[src/rtl/fx_pkg.sv]
// Shared definitions for the fx register bus: widths, master state
// encoding and the device-select codes carried in the upper address byte.
package fx_pkg;

  localparam int FX_AW = 16;
  localparam int FX_DW = 8;

  typedef enum logic [2:0] {
    ST_IDLE = 3'd0,
    ST_WR   = 3'd1,
    ST_RD   = 3'd2,
    ST_WAIT = 3'd3,
    ST_GAP  = 3'd4
  } fx_state_e;

  // Device-select codes (fx address bits [15:8]).
  localparam logic [7:0] FX_DEV_SYS = 8'h00;
  localparam logic [7:0] FX_DEV_ADC = 8'h01;
  localparam logic [7:0] FX_DEV_PLL = 8'h02;
  localparam logic [7:0] FX_DEV_LDO = 8'h03;

  // Device-select byte of an fx address.
  function automatic logic [7:0] fx_dev_sel(input logic [FX_AW-1:0] addr);
    return addr[FX_AW-1 -: 8];
  endfunction

endpackage

[src/rtl/fx_master.sv]
// fx_master: single-master sequencer for the fx register bus. Turns one
// host command into one fx write or read cycle; read data is sampled from
// the OR-combined slave bus a fixed latency after the read strobe.
//
// state   | meaning
// --------+---------------------------------------------------------
// IDLE    | ready for a host command (cmd_ready high)
// WR      | fx_wr strobe cycle
// RD      | fx_rd strobe cycle
// WAIT    | counting read latency; fx_q sampled when count hits RD_LAT
// GAP     | idle bus cycles between transactions
module fx_master
  import fx_pkg::*;
#(
  parameter int AW     = FX_AW,
  parameter int DW     = FX_DW,
  parameter int RD_LAT = 2,
  parameter int GAP    = 1
) (
  input  logic          clk_sys,
  input  logic          rst,
  input  logic          cmd_valid,
  output logic          cmd_ready,
  input  logic          cmd_wr,
  input  logic [AW-1:0] cmd_addr,
  input  logic [DW-1:0] cmd_wdata,
  output logic          rsp_valid,
  output logic [DW-1:0] rsp_data,
  output logic          busy,
  output logic          fx_wr,
  output logic [AW-1:0] fx_waddr,
  output logic [DW-1:0] fx_data,
  output logic          fx_rd,
  output logic [AW-1:0] fx_raddr,
  input  logic [DW-1:0] fx_q
);

  if (RD_LAT < 1 || RD_LAT > 15) begin : g_bad_rd_lat
    $fatal(1, "fx_master: RD_LAT=%0d outside 1..15", RD_LAT);
  end
  if (GAP < 0 || GAP > 7) begin : g_bad_gap
    $fatal(1, "fx_master: GAP=%0d outside 0..7", GAP);
  end

  localparam logic [3:0] LAT_TC = 4'(RD_LAT);
  localparam logic [3:0] GAP_TC = 4'(GAP);

  fx_state_e     state_q, state_d;
  logic [3:0]    cnt_q, cnt_d;
  logic          ready_en_q;
  logic          accept;
  logic          sample;
  logic [AW-1:0] waddr_q, raddr_q;
  logic [DW-1:0] wdata_q, rsp_data_q;
  logic          rsp_valid_q;

  // ready_en_q keeps cmd_ready low until the first clock after reset release.
  assign cmd_ready = (state_q == ST_IDLE) && ready_en_q;
  assign accept    = cmd_valid && cmd_ready;

  // Strobes decode straight from state so a reset drops them asynchronously.
  assign fx_wr     = (state_q == ST_WR);
  assign fx_rd     = (state_q == ST_RD);
  assign busy      = (state_q != ST_IDLE);
  assign fx_waddr  = waddr_q;
  assign fx_data   = wdata_q;
  assign fx_raddr  = raddr_q;
  assign rsp_valid = rsp_valid_q;
  assign rsp_data  = rsp_data_q;

  // State, shared latency/gap counter and ready enable.
  always_ff @(posedge clk_sys or posedge rst) begin
    if (rst) begin
      state_q    <= ST_IDLE;
      cnt_q      <= 4'd0;
      ready_en_q <= 1'b0;
    end else begin
      state_q    <= state_d;
      cnt_q      <= cnt_d;
      ready_en_q <= 1'b1;
    end
  end

  // Next-state logic; the counter is reused for read latency and gap length.
  always_comb begin
    state_d = state_q;
    cnt_d   = cnt_q;
    sample  = 1'b0;
    case (state_q)
      ST_IDLE: begin
        cnt_d = 4'd0;
        if (accept) begin
          state_d = cmd_wr ? ST_WR : ST_RD;
        end
      end
      ST_WR: begin
        if (GAP_TC == 4'd0) begin
          state_d = ST_IDLE;
          cnt_d   = 4'd0;
        end else begin
          state_d = ST_GAP;
          cnt_d   = 4'd1;
        end
      end
      ST_RD: begin
        state_d = ST_WAIT;
        cnt_d   = 4'd1;
      end
      ST_WAIT: begin
        if (cnt_q == LAT_TC) begin
          sample = 1'b1;
          if (GAP_TC == 4'd0) begin
            state_d = ST_IDLE;
            cnt_d   = 4'd0;
          end else begin
            state_d = ST_GAP;
            cnt_d   = 4'd1;
          end
        end else begin
          cnt_d = cnt_q + 4'd1;
        end
      end
      ST_GAP: begin
        if (cnt_q == GAP_TC) begin
          state_d = ST_IDLE;
          cnt_d   = 4'd0;
        end else begin
          cnt_d = cnt_q + 4'd1;
        end
      end
      default: begin
        state_d = ST_IDLE;
        cnt_d   = 4'd0;
      end
    endcase
  end

  // Capture the accepted command; bus address/data hold between strobes.
  always_ff @(posedge clk_sys or posedge rst) begin
    if (rst) begin
      waddr_q <= '0;
      wdata_q <= '0;
      raddr_q <= '0;
    end else if (accept) begin
      if (cmd_wr) begin
        waddr_q <= cmd_addr;
        wdata_q <= cmd_wdata;
      end else begin
        raddr_q <= cmd_addr;
      end
    end
  end

  // Sample fx_q at the latency edge and pulse rsp_valid the following cycle.
  always_ff @(posedge clk_sys or posedge rst) begin
    if (rst) begin
      rsp_valid_q <= 1'b0;
      rsp_data_q  <= '0;
    end else begin
      rsp_valid_q <= sample;
      if (sample) begin
        rsp_data_q <= fx_q;
      end
    end
  end

endmodule

[config.mk]
export PLATFORM = sky130hd
export DESIGN_NAME = fx_master
export DESIGN_NICKNAME = d
export VERILOG_FILES = /design/src/rtl/fx_pkg.sv /design/src/rtl/fx_master.sv
export SDC_FILE = /design/constraint.sdc
export NUM_CORES = 1
export LEC_CHECK = 0
export CELL_PAD_IN_SITES_DETAIL_PLACEMENT = 2
export CELL_PAD_IN_SITES_GLOBAL_PLACEMENT = 2
export CORE_UTILIZATION = 32
export CTS_BUF_LIST = sky130_fd_sc_hd__clkbuf_8
export DETAILED_ROUTE_END_ITERATION = 12
export MAX_ROUTING_LAYER = met4
export PLACE_DENSITY_LB_ADDON = 0.1
export SETUP_SLACK_MARGIN = 0.3
export SYNTH_ARGS = -nofsm -noshare
export SYNTH_HDL_FRONTEND = slang
export SYNTH_SLANG_ARGS = --single-unit
[constraint.sdc]
create_clock -name clk_sys -period 3.75 [get_ports clk_sys]
set_input_delay 0.75 -clock clk_sys [delete_from_list [all_inputs] [get_ports clk_sys]]
set_output_delay 0.75 -clock clk_sys [all_outputs]
set_load 0.005 [all_outputs]
==> flow_summary.json, run 1 <==
{
  "worstSetupStartpointType": "flip-flop",
  "rsz0062_at_grt": "no",
  "min-delay-start": "fx_raddr[12]",
  "yosys_warnings": 0,
  "use_met2_pct": 31.64,
  "grt_pass1_vias": 1919,
  "p_leak_nw": 1.500,
  "synth_area_leaders": "dfrtp_1 62%, mux2_2 18%, mux2_4 6.5%, buf_6 1.5%, nor2_1 0.97%",
  "tightest_slew_ns": 1.012,
  "clkPwrFrac_pct": 22.7,
  "synthCells": 151,
  "hold_buffers": 0,
  "ios": 89,
  "rrSetupSlack_ns": 1.33,
  "synth_edf_count": 0,
  "grt_overflow": 0,
  "gp_congestion": 0.7125,
  "clock-root-buffer": "clkbuf_8",
  "area_growth_pct": 51.27,
  "clock_sinks": 57,
  "drc": 0,
  "cp_max_fo": 11,
  "powerDensity_nw_per_um2": 819.7,
  "cts_setup_buffers": 0,
  "hold_depth": 1,
  "path_class": "reg -> out",
  "layout-drive-gt1-share_pct": 29.37,
  "vias_per_cell": 4.655,
  "multiInputGateArea_um2": 813.3,
  "busiest_layer": "met2",
  "fp.dieH_um": 87.07,
  "avgRoutedWirePerCell_um": 17.23,
  "critical_path_arrival_ns": 1.99,
  "min_period_ns": 2.744,
  "fin_nets": 283,
  "met1_usage_pct": 20.89,
  "htreeDepth": 3,
  "avgSynthCellArea_um2": 15.34,
  "hold_end": "fx_raddr[12]",
  "synth_ff_type": "dfrtp_1",
  "endpoint_kind": "primary output",
  "ff_latch_area_um2": 1426,
  "fmax_mhz": 364.4,
  "drt_pass1_iterations": 4,
  "syn_nets": 187,
  "dp_hpwl_mm": 4.419,
  "synth_cell_types": 30,
  "cts_tree": "built",
  "utilization_pct": 50.72,
  "fin_cells": 348,
  "num_rows": 30,
  "placed_cell_area_um2": 3274,
  "min_path_type": "reg -> reg",
  "clk_path_buf_depth": 2,
  "dieArea_um2": 7581,
  "fp.coreArea_um2": 6907,
  "internal_power_mw": 2.090,
  "drt_wl_total_mm": 5.997,
  "dpl.cell_count": 332,
  "drv_slew": 0,
  "n_fill_cell": 695,
  "grt.total_usage_pct": 18.38,
  "postRouteAntennaNets": 0,
  "ir_drop_v": 0.0004066,
  "met3_usage_pct": 3.602,
  "fin_crit_sh_pct": 73.18,
  "synthesis.area_um2": 2316,
  "switchingPower_uw": 781.6,
  "grt_max_degree": 30,
  "ys_ff_latch": 57,
  "setup_viol": 0,
  "stdcell_area_um2": 3503,
  "grt_pass1_wl_mm": 9.991,
  "setup_ws_ns": 1.006,
  "start_util_pct": 33.53,
  "synthArstFlopShare_pct": 100.0,
  "pre_cts_ws_ns": 0.9637,
  "via_count": 1620,
  "p_seq_share_pct": 38.3,
  "port_buffers": 88,
  "p_sw_share_pct": 27.21,
  "yosysTopAreaCellShare_pct": 61.59,
  "yosys.area.top_type": "dfrtp_1",
  "drv_cap": 0,
  "required_ns": 3.00,
  "insertion_delay_ns": 0.33,
  "critPathMaxStageDelay_ns": 0.53,
  "cp_cell_sequence": "or3_1 > nor2_1 > clkdlybuf4s50_1",
  "status": "completed",
  "cts_buffers": 9,
  "ys_seq_area_share_pct": 61.59,
  "comb_power_share_pct": 39.0,
  "drt_iter0_drc": 25,
  "antenna_cells": 0,
  "slew_headroom_pct": 32.28,
  "hold_viol": 0,
  "hold-worst-slack_ns": 0.5079,
  "reg2reg_to": "fx_raddr[14]",
  "reg2reg_depth": 3,
  "antenna_found_initial": 0,
  "power_mw": 2.872,
  "fin_tns_setup_ns": 0,
  "cp_slowest_cell": "or3_1",
  "cts.reportedPaths.clkPinSlew_ns": 0.06,
  "fin_skew_ns": 0.009280,
  "r2r-start": "state_q[2]",
  "ctsResizeCount": 0,
  "die_w_um": 87.07
}
[cells by family (layout without fill, tap and decap cells)]
logic type	Yosys count	after routing	synth area share, %
buf+inv	10	111	3.295
xor+xnor	2	2	0.7565
mux	48	48	24.96
other cells	1	1	0.1619
compound gates	12	12	3.674
simple gates	21	21	5.565
flops	57	57	61.59
[synth_stat cells (2+ instances only)]
| library cell | instances |
|---|---|
| inv_1 | 5 |
| xor2_1 | 2 |
| nor2_1 | 6 |
| nand3_1 | 2 |
| o22ai_1 | 2 |
| nand2_1 | 2 |
| buf_6 | 3 |
| mux2_2 | 38 |
| o31ai_1 | 2 |
| mux2_4 | 10 |
| and3_2 | 2 |
| nand2b_1 | 2 |
| o21ai_0 | 2 |
| dfrtp_1 | 57 |
[placed cells by master (no fill, tap or decap), types with 4 or more instances in the layout]
cell type and count:
dfrtp_1 57, mux2_2 38, inv_1 4, mux2_4 10, nor2_1 6, clkbuf_8 11
clkdlybuf4s50_1 88
[worst max-delay path, delay by kind of cell (launching register included)]
| family | cells | cell delay, ns |
|---|---|---|
| AND/OR/NAND/NOR | 2 | 0.66 |
| flip-flops | 1 | 0.49 |
| buffers and inverters | 1 | 0.53 |
[final cells by class]
cell class	instances	area share (%)
well taps	96	3.429
clock buffers	11	4.321
clock inverters	5	2.214
repair buffers	90	25.57
multi-input cells	84	23.21
flip-flops and latches	57	40.71
inverters	5	0.5357
[per-layer routing]
| metal | up-vias | wire length (µm) |
|---|---|---|
| li1 | 728 | - |
| met1 | 820 | 2378 |
| met2 | 65 | 3216 |
| met3 | 7 | 314 |
| met4 | 0 | 87 |
| met5 | - | 0 |
[how the worst max path moves through the flow]
| stage | startpoint | to | slack, ns | cells past startpoint |
|---|---|---|---|---|
| floorplan | rst | cnt_q[0] | 1.60 | 1 |
| global placement | cmd_valid | fx_raddr[10] | 1.05 | 4 |
| detailed placement | cmd_valid | fx_raddr[14] | 0.96 | 4 |
| CTS | state_q[2] | cmd_ready | 0.97 | 3 |
| global route | state_q[2] | cmd_ready | 0.90 | 3 |
| finish | state_q[2] | cmd_ready | 1.01 | 3 |
[state kept, by name, indices dropped and copies added (netlist names)]
register and cells:
ready_en_q 1, fx_waddr 16, state_q 3, rsp_valid 1, fx_raddr 16, cnt_q 4, rsp_data 8, fx_data 8
[power by group through the flow]
stage	logic, mW	registers [mW]	clock network, mW
2_1_floorplan	0.438	1.08	0
3_3_place_gp	1.09	1.08	0
3_5_place_dp	1.13	1.11	0
4_1_cts	1.14	1.11	0.674
5_1_grt	1.21	1.14	0.704
6_report	1.12	1.10	0.651
No activity file was read; power rests on OpenSTA's default activity.
==> run 2: changes to the inputs <==
- CORE_UTILIZATION: 32 -> 30
- clock period: 3.75 -> 2.7 ns (I/O delays scaled with it)
==> run 2 against run 1 <==
  * Global-route usage down 2.9 points
  * Hold slack got worse by 0.0035 ns
  * Via count is 2.5% lower
  * First-iteration DRC count up 130%
  * Highest routed layer unchanged
  * Largest power group unchanged
  * Final area down 0.11%
  * Sequential share of layout area rose by 0.12 points
  * Combinational power up 40%
  * Count of clock-buffer cells in the layout fell by 1
  * Total power increased by 30%
  * Final cell count grew 2.0%
  * Critical path depth unchanged
==> flow_summary.json, run 2 (synthesis results as in run 1) <==
{
  "area_growth_pct": 51.11,
  "layout-drive-gt1-share_pct": 31.25,
  "worstSetupStartpointType": "flip-flop",
  "dr_wl_met2_mm": 2.584,
  "setup_viol": 0,
  "grt_overflow": 0,
  "antenna_cells": 0,
  "fin_tns_setup_ns": 0,
  "grt_pass1_vias": 1846,
  "drc": 0,
  "clock-root-buffer": "clkbuf_8",
  "clock_sinks": 57,
  "dieArea_um2": 8075,
  "cp.buffers_inverters": 1,
  "fp.coreArea_um2": 7370,
  "grt_pass1_wl_mm": 9.294,
  "critical_path_arrival_ns": 1.73,
  "min_period_ns": 2.271,
  "utilization_pct": 47.49,
  "num_rows": 31,
  "fmax_mhz": 440.3,
  "dr.max_layer_used": "met4",
  "fin_cells": 355,
  "setup_ws_ns": 0.4286,
  "p_leak_nw": 1.524,
  "postRouteAntennaNets": 0,
  "start_util_pct": 31.43,
  "crit_family": "buffers and inverters",
  "powerDensity_nw_per_um2": 1068,
  "dp_hpwl_mm": 3.956,
  "layout_common_cells": "87 x clkdlybuf4s50_1, 55 x dfrtp_1, 38 x mux2_2",
  "endpoint_kind": "primary output",
  "wl_met3_um": 362,
  "pre_cts_ws_ns": 0.5280,
  "layout_commonest_cell": "clkdlybuf4s50_1",
  "via_count": 1580,
  "drv_cap": 0,
  "cp_slowest_cell": "clkdlybuf4s50_1",
  "critPathMaxStageDelay_ns": 0.52,
  "hold-worst-slack_ns": 0.5043,
  "multiInputGateArea_um2": 818.3,
  "n_fill_cell": 725,
  "fin_skew_ns": 0.007088,
  "drv_slew": 0,
  "vias_per_cell": 4.451,
  "ir_drop_v": 0.0003883,
  "ios": 89,
  "insertion_delay_ns": 0.33,
  "wl_met1_mm": 2.426,
  "required_ns": 2.16,
  "clk_path_buf_depth": 2,
  "stdcell_area_um2": 3500,
  "cts_buffers": 9,
  "port_buffers": 88,
  "grt_max_degree": 40,
  "grt.total_usage_pct": 15.50,
  "fp.dieH_um": 89.86,
  "placed_cell_area_um2": 3313,
  "drt_pass1_iterations": 2,
  "min_path_type": "reg -> reg",
  "cp_max_fo": 7,
  "ff_latch_area_um2": 1429,
  "drt_wl_total_mm": 5.441,
  "die_w_um": 89.86,
  "path_class": "reg -> out",
  "dpl.cell_count": 338,
  "cts.reportedPaths.clkPinSlew_ns": 0.07,
  "status": "completed",
  "htreeDepth": 3,
  "fin_crit_sh_pct": 84.13,
  "avgRoutedWirePerCell_um": 15.33,
  "cts_tree": "built",
  "rsz0062_at_grt": "no",
  "fin_nets": 288,
  "antenna_found_initial": 0,
  "hold_viol": 0,
  "drt_iter0_drc": 58,
  "hold_buffers": 0,
  "cp_cell_sequence": "or2_2 > nor2_1 > clkdlybuf4s50_1",
  "power_mw": 3.739,
  "gp_congestion": 0.6854
}
run 2: cell count changes in the layout (fill, tap and decap cells not counted), sizes merged:
cell and change:
buf +5, bufinv -2, clkbuf -1, clkdlybuf4s50 -1, clkinv +2, clkinvlp -1
dlymetal6s2s +1, inv +1
run 2: final cells by class:
| cell class | count | share of cell area, % |
|---|---|---|
| Tap cell | 99 | 3.540 |
| Timing Repair Buffer | 95 | 27.10 |
| Clock inverter | 5 | 0.6793 |
| Multi-Input combinational cell | 84 | 23.38 |
| Sequential cell | 57 | 40.83 |
| Inverter | 5 | 0.5363 |
| Clock buffer | 10 | 3.933 |
run 2: path summary, 6_finish.rpt:
check | start | end | slack, ns | cells past startpoint
setup / recovery | state_q[0] | fx_rd | 0.43 | 3
hold / removal | rsp_data[6] | rsp_data[6] | 0.50 | 1
setup reg to reg | state_q[2] | rsp_data[1] | 0.90 | 4
hold reg to reg | rsp_data[6] | rsp_data[6] | 0.50 | 1
max in group asynchronous | rst | state_q[2] | 1.61 | 3
min in group asynchronous | rst | fx_data[3] | 0.52 | 2
run 2: what timing repair did:
item | 4_1_cts | 5_1_grt
hold endpoints to repair | 0 | 0
endpoints found under the setup margin | 1 | 1
gates resized for setup | 2 | 2
setup buffers | 2 | 0
pin swaps | 0 | 0
run 2: report_power, final:
group	internal, mW	switching [mW]	leakage [nW]
Sequential	1.26	0.245	0.700
Clock	0.342	0.323	0.0929
Combinational	1.11	0.466	0.732
Total	2.70	1.03	1.52
run 2: per-layer routing:
layer / GRT usage (%) / vias to the layer above
met2: 23.85 / 65
li1: - / 733
met3: 6.091 / 6
met1: 18.63 / 776
met4: 5.242 / 0
met5: - / -
